===== src/rtl/ahb_dbg_arbiter.sv =====
// Two-master AHB arbiter and address/data mux sharing one slave bus between the core (C)
// and the debugger (D). Debugger has priority, bounded by a fairness counter.
module ahb_dbg_arbiter #(
    parameter int unsigned DBG_MAX_CONSEC = 8,
    parameter bit          DEFAULT_MASTER = 1'b0
) (
    input  logic        clk,
    input  logic        n_Rst,
    input  logic        HBUSREQ_C,
    input  logic        HBUSREQ_D,
    output logic        HGRANT_C,
    output logic        HGRANT_D,
    input  logic [1:0]  HTRANS_C,
    input  logic [1:0]  HTRANS_D,
    input  logic [31:0] HADDR_C,
    input  logic [31:0] HADDR_D,
    input  logic        HWRITE_C,
    input  logic        HWRITE_D,
    input  logic [2:0]  HSIZE_C,
    input  logic [2:0]  HSIZE_D,
    input  logic [2:0]  HBURST_C,
    input  logic [2:0]  HBURST_D,
    input  logic [31:0] HWDATA_C,
    input  logic [31:0] HWDATA_D,
    input  logic        HREADY,
    output logic [1:0]  HTRANS,
    output logic [31:0] HADDR,
    output logic        HWRITE,
    output logic [2:0]  HSIZE,
    output logic [2:0]  HBURST,
    output logic [31:0] HWDATA,
    output logic        HMASTER,
    output logic        HMASTER_D
);

    localparam logic [1:0] TransIdle   = 2'b00;
    localparam logic [1:0] TransNonseq = 2'b10;
    localparam logic [1:0] TransSeq    = 2'b11;
    localparam logic [7:0] MaxConsec   = 8'(DBG_MAX_CONSEC);

    logic       grant_d_q, grant_d_d;
    logic       addr_owner_q, addr_owner_d;
    logic       data_owner_q, data_owner_d;
    logic [3:0] beat_cnt_q, beat_cnt_d;
    logic [7:0] consec_cnt_q, consec_cnt_d;
    logic       accept, nonseq_acc, seq_acc, rearb, fair_trip;

    assign HTRANS    = addr_owner_q ? HTRANS_D : HTRANS_C;
    assign HADDR     = addr_owner_q ? HADDR_D  : HADDR_C;
    assign HWRITE    = addr_owner_q ? HWRITE_D : HWRITE_C;
    assign HSIZE     = addr_owner_q ? HSIZE_D  : HSIZE_C;
    assign HBURST    = addr_owner_q ? HBURST_D : HBURST_C;
    assign HWDATA    = data_owner_q ? HWDATA_D : HWDATA_C;
    assign HMASTER   = addr_owner_q;
    assign HMASTER_D = data_owner_q;
    assign HGRANT_D  = grant_d_q;
    assign HGRANT_C  = ~grant_d_q;

    assign accept     = HREADY && (HTRANS != TransIdle);
    assign nonseq_acc = accept && (HTRANS == TransNonseq);
    assign seq_acc    = accept && (HTRANS == TransSeq);

    // Remaining beats after the one just accepted; fixed-length bursts are never broken.
    always_comb begin
        beat_cnt_d = beat_cnt_q;
        if (nonseq_acc) begin
            case (HBURST)
                3'b010, 3'b011: beat_cnt_d = 4'd3;
                3'b100, 3'b101: beat_cnt_d = 4'd7;
                3'b110, 3'b111: beat_cnt_d = 4'd15;
                default:        beat_cnt_d = 4'd0;
            endcase
        end else if (seq_acc && (beat_cnt_q != 4'd0)) begin
            beat_cnt_d = beat_cnt_q - 4'd1;
        end
    end

    assign rearb = (beat_cnt_d <= 4'd1);

    always_comb begin
        consec_cnt_d = consec_cnt_q;
        if (!HBUSREQ_C) begin
            consec_cnt_d = 8'd0;
        end else if (nonseq_acc) begin
            if (!addr_owner_q) begin
                consec_cnt_d = 8'd0;
            end else if (consec_cnt_q < MaxConsec) begin
                consec_cnt_d = consec_cnt_q + 8'd1;
            end
        end
    end

    // The +1 accounts for the debugger transfer already committed to the next address
    // phase by the grant it currently holds, so exactly DBG_MAX_CONSEC transfers run.
    assign fair_trip = grant_d_q && HBUSREQ_C && HBUSREQ_D &&
                       (({1'b0, consec_cnt_d} + 9'd1) >= {1'b0, MaxConsec});

    always_comb begin
        grant_d_d = grant_d_q;
        if (rearb) begin
            if (fair_trip) begin
                grant_d_d = 1'b0;
            end else if (HBUSREQ_D) begin
                grant_d_d = 1'b1;
            end else if (HBUSREQ_C) begin
                grant_d_d = 1'b0;
            end else begin
                grant_d_d = DEFAULT_MASTER;
            end
        end
    end

    // Ownership only advances on a ready edge, so wait states freeze the pipeline.
    always_comb begin
        addr_owner_d = addr_owner_q;
        data_owner_d = data_owner_q;
        if (HREADY) begin
            addr_owner_d = grant_d_q;
            data_owner_d = addr_owner_q;
        end
    end

    always_ff @(posedge clk or negedge n_Rst) begin
        if (!n_Rst) begin
            grant_d_q    <= DEFAULT_MASTER;
            addr_owner_q <= DEFAULT_MASTER;
            data_owner_q <= DEFAULT_MASTER;
            beat_cnt_q   <= 4'd0;
            consec_cnt_q <= 8'd0;
        end else begin
            grant_d_q    <= grant_d_d;
            addr_owner_q <= addr_owner_d;
            data_owner_q <= data_owner_d;
            beat_cnt_q   <= beat_cnt_d;
            consec_cnt_q <= consec_cnt_d;
        end
    end

endmodule

===== config.mk =====
export PLATFORM = sky130hd
export DESIGN_NAME = ahb_dbg_arbiter
export DESIGN_NICKNAME = d
export VERILOG_FILES = /design/src/rtl/ahb_dbg_arbiter.sv
export SDC_FILE = /design/constraint.sdc
export NUM_CORES = 1
export LEC_CHECK = 0
export BUFFER_PORTS_ARGS = -buffer_cell sky130_fd_sc_hd__clkbuf_2
export CORE_AREA = 2 2 89 91
export DETAILED_ROUTE_END_ITERATION = 6
export DIE_AREA = 0 0 91 93
export HOLD_SLACK_MARGIN = 0.1
export SLEW_MARGIN = 20
export SYNTH_ARGS = -nofsm -noshare
export SYNTH_HDL_FRONTEND = slang
export SYNTH_SLANG_ARGS = --single-unit

===== constraint.sdc =====
create_clock -name clk -period 2.6 [get_ports clk]
set_input_delay 0.39 -clock clk [delete_from_list [all_inputs] [get_ports clk]]
set_output_delay 0.39 -clock clk [all_outputs]
set_load 0.02 [all_outputs]

# Word-level counts from Yosys, hierarchy flattened
# Index checks and enable logic that the tools add are counted.
dict set report op_classes {
  addsub 3
  order_cmp 3
  n_eq_ne 8
  mux 15
  bitwise_logic 1
  reduce_logical 12
}
# op n
set ops {}
lappend ops {{32-bit two-way mux} 2}
lappend ops {{8-bit two-way mux} 4}
lappend ops {{3-bit == test, second input constant} 4}
lappend ops {{4-bit case mux with 3 select lines} 1}
lappend ops {{8-bit by 1-bit adder with 9-bit output, second input constant} 1}
lappend ops {{9-bit by 4-bit greater-or-equal comparator with 1-bit output, second input constant} 1}
lappend ops {{8-bit by 1-bit adder with 8-bit output, second input constant} 1}
lappend ops {{8-bit by 4-bit < comparator with 1-bit output, second input constant} 1}
lappend ops {{4-bit two-way mux} 2}
lappend ops {{1-bit logical AND} 7}
lappend ops {{3-bit by 2-bit == test with 1-bit output, second input constant} 2}
lappend ops {{3-bit two-way mux} 2}
lappend ops {{2-bit OR reduction} 3}
lappend ops {{2-bit == test, second input constant} 2}
lappend ops {{4-bit by 1-bit less-or-equal comparator with 1-bit output, second input constant} 1}
lappend ops {{4-bit nonzero test} 1}
lappend ops {{4-bit by 1-bit subtractor with 4-bit output, second input constant} 1}
lappend ops {{1-bit two-way mux} 3}
lappend ops {{2-bit two-way mux} 1}
lappend ops {{2-bit nonzero test} 1}
lappend ops {{1-bit inverter} 1}
dict set report word_totals {
  ff_bits 15
  inputBits 151
  output_inout_bits 77
  word_cells 47
}

# Depth between registers and ports, before layout
# Gate-level depths: netlist of the first run.
dict set report logic_depth {
  depth_word 10
  ltp_mapped 8
  mapped_depth_nobuf 8
}

# Worst setup path after synthesis of the first run
# No wires, ideal clock.
dict set report synth_timing {
  path_type {register -> output}
  start {register addr_owner_q, in the netlist HMASTER}
  end {output port HADDR[26]}
  arrival_ns 1.722
  required_time_ns 2.210
  slack_ns 0.488
  stages_incl_launch_ff 6
  n_path_buf 4
  cell_sequence {dfrtp_1 buf_6 buf_2 buf_2 buf_2 mux2_2}
}
dict set report synth_via {
  elab_chain_len 1
}
# element line
set synth_rtl {}
lappend synth_rtl {{start, declared} 42} ;# logic addr_owner_q, addr_owner_d;
lappend synth_rtl {{start signal, assigned} 132} ;# addr_owner_q <= addr_owner_d;
lappend synth_rtl {{32-bit two-way mux} 49} ;# assign HADDR = addr_owner_q ? HADDR_D : HADDR_C;
lappend synth_rtl {{end, declared} 27} ;# output logic [31:0] HADDR,
# No other way between the ends.

# Worst setup path after layout of the first run
dict set report layout_timing {
  start {register addr_owner_q, in the netlist HMASTER}
  end {output port HADDR[2]}
}
# Same word-level chain as after synthesis.

==> run metrics, run 1 <==
Rows 32; post-synthesis cell count between 150 and 200; Reg clk slew, reported paths roughly 0.06 ns; crit path max fanout 39; TritonCTS Buffers 3; crit-path max cell delay between 0.6 and 0.7 ns; initial antenna violation count 1; cell with the most instances after synthesis mux2_2; number of global-route vias before repair around 2400; CP Cell Sequence buf_4 -> mux2_2 -> clkbuf_2; Comb pwr share between 70 and 80%; setup violators final 0; 1st-iter DRT viols 63; total gr overflow 0; Routed Antenna Nets 0; min cycle time layout approximately 2.3 ns; post-DR wirelength/cell approximately 15 um; status finished clean; post-CTS setup buffers 0; layout cells sized above 1 between 70% and 80%; pin count of the biggest net entering global routing 40; final setup TNS 0 ns; DRC Markers 0; Core Area between 7000 and 8000 sq um; TritonCTS clock tree built; slowest library cell on the worst path dfrtp_2; I/O pins roughly 230; final cell area excluding filler cells just over 3000 sq um; gp weighted congestion 0.803; Async SR Flop Fraction 100%; First-pass DRT Iterations 4; Root Driver clkbuf_8; NetSw around 1.3 mW; Nets 559; post-synth net total between 300 and 400; Netlist cell types 38; LEAKAGE roughly 1.7 nW; Worst-Margin Slew between 0.4 and 0.5 ns; maximum buffer depth of the clock tree 2; width of the die between 90 and 100 um; Worst setup EP type output port; Internal Power roughly 1.3 mW; critical path startpoint category flip-flop; Switching Share between 40% and 50%; dpl cells between 500 and 600; Hold WC Path Type in2reg; Clk pwr share around 7.2%; area delta synth->final 70.9%; Power Dens Cells around 830 nW/um^2; Clock Sinks 15; Setup Skew about 0.0038 ns; R2R Path Start HMASTER$_DFFE_PN0P_; Placed Area between 3000 and 4000 sq um; vias per cell approximately 4.6; total track usage between 10% and 20%; Worst EP required ~2.2 ns; max-cap violations 0; first-pass GRT wire length approximately 11 mm; Fin Hold WS ~0.43 ns; Peak VDD IR 315 uV; post-synth top area share between 40% and 50%; ys flop type dfrtp_1; fin. max-slew vios 0; CP arrival 1.93 ns; die footprint around 8500 sq um; relative slew slack approximately two thirds; Die Y 93 um; total wire length about 7.6 mm; Fmax about 430 MHz; post-DP HPWL ~6.6 mm; H-tree depth 1; post-CTS sizing 0; fin cells 508; top cells by count, synth 72 x mux2_2, 15 x dfrtp_1, 12 x nand2_1; clk_lat worst skew 0.24 ns; RSZ-0062 raised after global routing false; cell area after synthesis 1820 sq um; Final period util roughly nine tenths; Worst Setup SP HMASTER$_DFFE_PN0P_; hold path start HBUSREQ_D; register area share after synthesis about 21%; number of enable flip-flop cells after synthesis 0; Synth area leaders mux2_2 45%, dfrtp_1 21%, nand2_1 2.5%, nor2_1 1.9%, and3_1 1.7%; vias 2343; Yosys reg bits 15; critical path type reg2out; Reg power frac between 10% and 20%; final hold violation count 0; post-synth top area cell mux2_2; # port buffers 227; Warnings, synthesis 0; Starting Density 24.1%; Mean Syn Cell Area 9.98 sq um
## cell usage in the layout (no fill, tap or decap), drive strengths merged, types with 3 or more instances in the layout
master  synthesis  layout
nor2            9       9
nand2          12      12
o21ai           5       5
mux2i           3       3
and3            5       5
nor3            6       6
clkbuf          7     231
dfrtp          15      15
inv             7       7
mux2           73      73
a21oi           5       5
nand3           3       3
buf             5       3
## stage by stage
stage | total power [mW] | utilization [%] | setup slack [ns]
global placement | 2.39 | 40.5 | 0.519
CTS | 2.61 | 41.2 | 0.272
floorplan | 1.82 | - | 0.488
finish | 2.59 | 41.2 | 0.278
detailed placement | 2.41 | 40.5 | 0.416
global route | 2.75 | 41.2 | 0.177
## sequential cells by signal, indices dropped and copies added, names as in the netlist
name,cells
HGRANT_D,1
HMASTER,1
HMASTER_D,1
consec_cnt_q,8
beat_cnt_q,4
## worst paths after layout
kind | endpoint | slack [ns] | cells after the start
setup / recovery | HADDR[2] | 0.28 | 3
hold / removal | HGRANT_D$_DFFE_PN0P_ | 0.43 | 3
setup reg to reg | HGRANT_D$_DFFE_PN0P_ | 0.41 | 6
hold reg to reg | consec_cnt_q[5]$_DFF_PN0_ | 0.53 | 1
max in group asynchronous | HMASTER$_DFFE_PN0P_ | 1.69 | 2
min in group asynchronous | HMASTER$_DFFE_PN0P_ | 0.60 | 2
## power groups by stage
stage	clock (mW)	sequential, mW	combinational (mW)
final	0.186	0.386	2.01
after global placement	0	0.385	2.00
after CTS	0.193	0.384	2.03
after floorplan	0	0.362	1.46
after global routing	0.200	0.396	2.15
after detailed placement	0	0.389	2.02
## layout make-up
| type | count | area [sq um] |
|---|---|---|
| well taps | 102 | 128 |
| flip-flops and latches | 15 | 377 |
| clock buffers | 4 | 45.0 |
| multi-input cells | 148 | 1360 |
| inverters | 7 | 26.3 |
| diodes | 1 | 2.50 |
| fillers | 807 | 4420 |
| repair buffers | 231 | 1170 |
## timing repair
item,in CTS,in global routing
hold buffers,1,0
hold endpoints to repair,15,0
setup endpoints to repair,0,0
## layer usage
| layer | track usage [%] | share of wire (%) | wire length [um] |
|---|---|---|---|
| met1 | 18.2 | 37 | 2830 |
| met4 | 3.66 | 0.45 | 34 |
| met5 | 0 | 0 | 0 |
| met2 | 30.6 | 53 | 4020 |
| met3 | 3.95 | 9.1 | 686 |
## kinds of logic after synthesis
kind of cell,Yosys count,share of synthesized area [%]
flops,15,20.7
mux,76,47.1
buf+inv,19,4.62
xor+xnor,1,0.483
simple gates,48,16.7
fa+ha+maj,2,1.38
compound gates,21,8.96
## critical path: cells and delay by family (launching register included)
kind / cells / cell delay (ns)
muxes: 1 / 0.40
buffers and inverters: 2 / 0.65
DFF: 1 / 0.61
(Power assumes the default switching activity.)
==> inputs of run 2 (changes only) <==
--- a/config.mk
+++ b/config.mk
@@ -5,6 +5,7 @@
 export SDC_FILE = /design/constraint.sdc
 export NUM_CORES = 1
 export LEC_CHECK = 0
+export ABC_AREA = 1
 export BUFFER_PORTS_ARGS = -buffer_cell sky130_fd_sc_hd__clkbuf_2
 export CORE_AREA = 2 2 89 91
 export DETAILED_ROUTE_END_ITERATION = 6
==> run metrics, run 2 <==
status finished clean (unchanged); largest registers consec_cnt_q (8), beat_cnt_q (4) (unchanged); fin. max-slew vios 0 (unchanged); post-CTS setup buffers 0 (unchanged); area delta synth->final 71.9% (was 70.9%); vias per cell 4.15 (was 4.61); initial antenna violation count 0 (was 1); Power Dens Cells 799 nW/um^2 (was 833 nW/um^2); Clock Sinks 15 (unchanged); Reg power frac 13.4% (was 14.9%); TritonCTS clock tree built (unchanged); commonest non-fill, non-tap cell in the layout nand2_1 (was clkbuf_2); layout cells sized above 1 44.2% (was 78.0%); pin count of the biggest net entering global routing 44 (was 40); Rows 32 (unchanged); number of enable flip-flop cells after synthesis 0 (unchanged); flop2flop setup slack 0.71 ns (was 0.41 ns); DRC Markers 0 (unchanged); final setup TNS 0 ns (unchanged); relative slew slack 72.3% (was 68.5%); Worst setup EP type flip-flop (was output port); critical path startpoint category flip-flop (unchanged); Hold WC Path Type in2reg (unchanged); post-DP HPWL 5.91 mm (was 6.60 mm); leading cell types in the layout, fill and taps excluded 246 x nand2_1, 227 x clkbuf_2, 24 x inv_1 (was 227 x clkbuf_2, 72 x mux2_2, 14 x dfrtp_1); Reg2Reg Depth 12 (was 6); register area share after synthesis 20.9% (was 20.7%); die footprint 8460 sq um (unchanged); post-CTS sizing 0 (unchanged); Worst-Margin Slew 0.415 ns (was 0.473 ns); post-DR wirelength/cell 10.3 um (was 14.9 um); hold path start HBUSREQ_D (unchanged); ys flop type dfrtp_1 (unchanged); Reg clk slew, reported paths 0.06 ns (about the same); NetSw 1.44 mW (was 1.29 mW); register area 375 sq um (was 377 sq um); Core Area 7530 sq um (unchanged); setup violators final 0 (unchanged); Async SR Flop Fraction 100% (unchanged); critical path type reg2reg (was reg2out); Fmax 528 MHz (was 431 MHz); vias 2791 (was 2343); hold path depth 5 (was 3); R2R Path Start HMASTER$_DFFE_PN0P_ (unchanged); clk_lat worst skew 0.24 ns (about the same); total gr overflow 0 (unchanged); post-synthesis cell count 349 (was 182); max-cap violations 0 (unchanged); Mean Syn Cell Area 5.14 sq um (was 9.98 sq um); FF-to-FF End HGRANT_D$_DFFE_PN0P_ (unchanged); Die Y 93 um (unchanged); n_diodes 0 (was 1); Clk pwr share 7.5% (was 7.2%); final hold violation count 0 (unchanged); H-tree depth 1 (unchanged); post-synth top area share 51.5% (was 44.7%); top cells by count, synth 246 x nand2_1, 24 x inv_1, 15 x dfrtp_1 (was 72 x mux2_2, 15 x dfrtp_1, 12 x nand2_1); hold endpoint HGRANT_D$_DFFE_PN0P_ (unchanged); # port buffers 227 (unchanged); first-pass GRT wire length 11.4 mm (was 11.0 mm); Switching Share 58.6% (was 49.8%); Most flops, register consec_cnt_q (unchanged); crit path max fanout 24 (was 39); CP bufs+invs 1 (was 2); slowest library cell on the worst path dfrtp_1 (was dfrtp_2); post-synth top area cell nand2_1 (was mux2_2); Starting Density 23.8% (was 24.1%); Warnings, synthesis 0 (unchanged); Comb pwr share 79.1% (was 77.9%); Internal Power 1.02 mW (was 1.30 mW); Routed Antenna Nets 0 (unchanged); First-pass DRT Iterations 4 (unchanged); Worst EP required 2.73 ns (was 2.21 ns); Synth area leaders nand2_1 52%, dfrtp_1 21%, inv_1 5.0%, clkbuf_1 2.9%, nand3_1 2.8% (was mux2_2 45%, dfrtp_1 21%, nand2_1 2.5%, nor2_1 1.9%, and3_1 1.7%); Netlist cell types 27 (was 38); Root Driver clkbuf_8 (unchanged); CP arrival 2.03 ns (was 1.93 ns); Crit path max-delay family simple AND/OR/NAND/NOR gates (was buffers and inverters); number of global-route vias before repair 2704 (was 2376); fill count 854 (was 807); width of the die 91 um (unchanged); area of the multi-input gates 1240 sq um (was 1360 sq um); cts hold-fix bufs 1 (unchanged); CP Cell Sequence buf_4 -> nand2_1 -> nand2_4 -> nor2_8 -> a21oi_4 -> nand3_1 -> nor2_1 -> nand2_1 -> nand2_1 -> nand2_1 -> nand2_1 -> nand2_1 (was buf_4 -> mux2_2 -> clkbuf_2); 1st-iter DRT viols 83 (was 63); total wire length 6.90 mm (was 7.56 mm); Peak VDD IR 289 uV (was 315 uV); I/O pins 228 (unchanged); Setup Skew 0.00304 ns (was 0.00376 ns); Yosys reg bits 15 (unchanged); Most common cell on crit path nand2_1; maximum buffer depth of the clock tree 2 (unchanged); gp weighted congestion 0.808 (was 0.803); Final period util 72.8% (was 89.3%); TritonCTS Buffers 3 (unchanged); cell with the most instances after synthesis nand2_1 (was mux2_2); RSZ-0062 raised after global routing false (unchanged); LEAKAGE 2.16 nW (was 1.72 nW); total track usage 15.6% (was 16.1%); final cell area excluding filler cells 3080 sq um (was 3100 sq um); min cycle time layout 1.89 ns (was 2.32 ns); cell area after synthesis 1790 sq um (was 1820 sq um); crit-path max cell delay 0.44 ns (was 0.61 ns); Placed Area 3030 sq um (was 3050 sq um); Nets 724 (was 559); post-synth net total 502 (was 335); number of flip-flops in the largest register 8 (unchanged)
run 2: metrics by stage:
step	total power [mW]	util (%)	instances	hold slack [ns]	setup WS [ns]
6_report	2.46	41.0	672	0.449	0.706
3_5_place_dp	2.30	40.2	667	0.334	0.719
2_1_floorplan	1.64	-	349	0.0944	0.741
3_3_place_gp	2.28	40.2	667	0.341	0.798
4_1_cts	2.50	41.0	672	0.438	0.683
5_1_grt	2.71	41.0	672	0.491	0.528
run 2: power by group through the flow:
| stage | combinational (mW) | clock [mW] | sequential [mW] |
|---|---|---|---|
| floorplan | 1.30 | 0 | 0.344 |
| global placement | 1.95 | 0 | 0.332 |
| detailed placement | 1.96 | 0 | 0.335 |
| CTS | 1.97 | 0.194 | 0.331 |
| global route | 2.17 | 0.204 | 0.337 |
| finish | 1.95 | 0.186 | 0.329 |
run 2: how the worst max path moves through the flow:
stage                     cells after the start                   from                    to  slack, ns
after floorplan                               6    HMASTER$_DFFE_PN0P_             HADDR[14]       0.74
after global placement                       12    HMASTER$_DFFE_PN0P_  HGRANT_D$_DFFE_PN0P_       0.80
after detailed placement                     12    HMASTER$_DFFE_PN0P_  HGRANT_D$_DFFE_PN0P_       0.72
after CTS                                     5  HMASTER_D$_DFFE_PN0P_            HWDATA[29]       0.68
after global routing                         12    HMASTER$_DFFE_PN0P_  HGRANT_D$_DFFE_PN0P_       0.53
final                                        12    HMASTER$_DFFE_PN0P_  HGRANT_D$_DFFE_PN0P_       0.71
run 2: metal layers:
metal	share of wire [%]	up-vias	GRT usage [%]
met4	0.67	0	2.78
met1	40	1193	18.5
li1	-	1477	-
met3	7.0	4	1.61
met5	0	-	0
met2	52	117	30.6
run 2: kinds of logic (layout without fill, tap and decap cells):
group	count (synthesis)	after routing	share of synthesized area [%]
compound gates	8	8	3.21
simple gates	278	278	63.3
xor+xnor	3	3	1.47
flops	15	15	20.9
buf+inv	43	264	9.70
fa+ha+maj	2	2	1.40
run 2: final cells by class:
type | instances | share of cell area, %
Multi-Input combinational cell | 291 | 40.3
Tap cell | 102 | 4.14
Clock inverter | 1 | 0.162
Timing Repair Buffer | 233 | 38.4
Clock buffer | 3 | 1.34
Sequential cell | 15 | 12.2
Inverter | 27 | 3.45
run 2: tightest hold or removal path, delay by kind of cell:
kind	cells	cell delay, ns
AND/OR/NAND/NOR	3	0.13
buffers and inverters	2	0.13
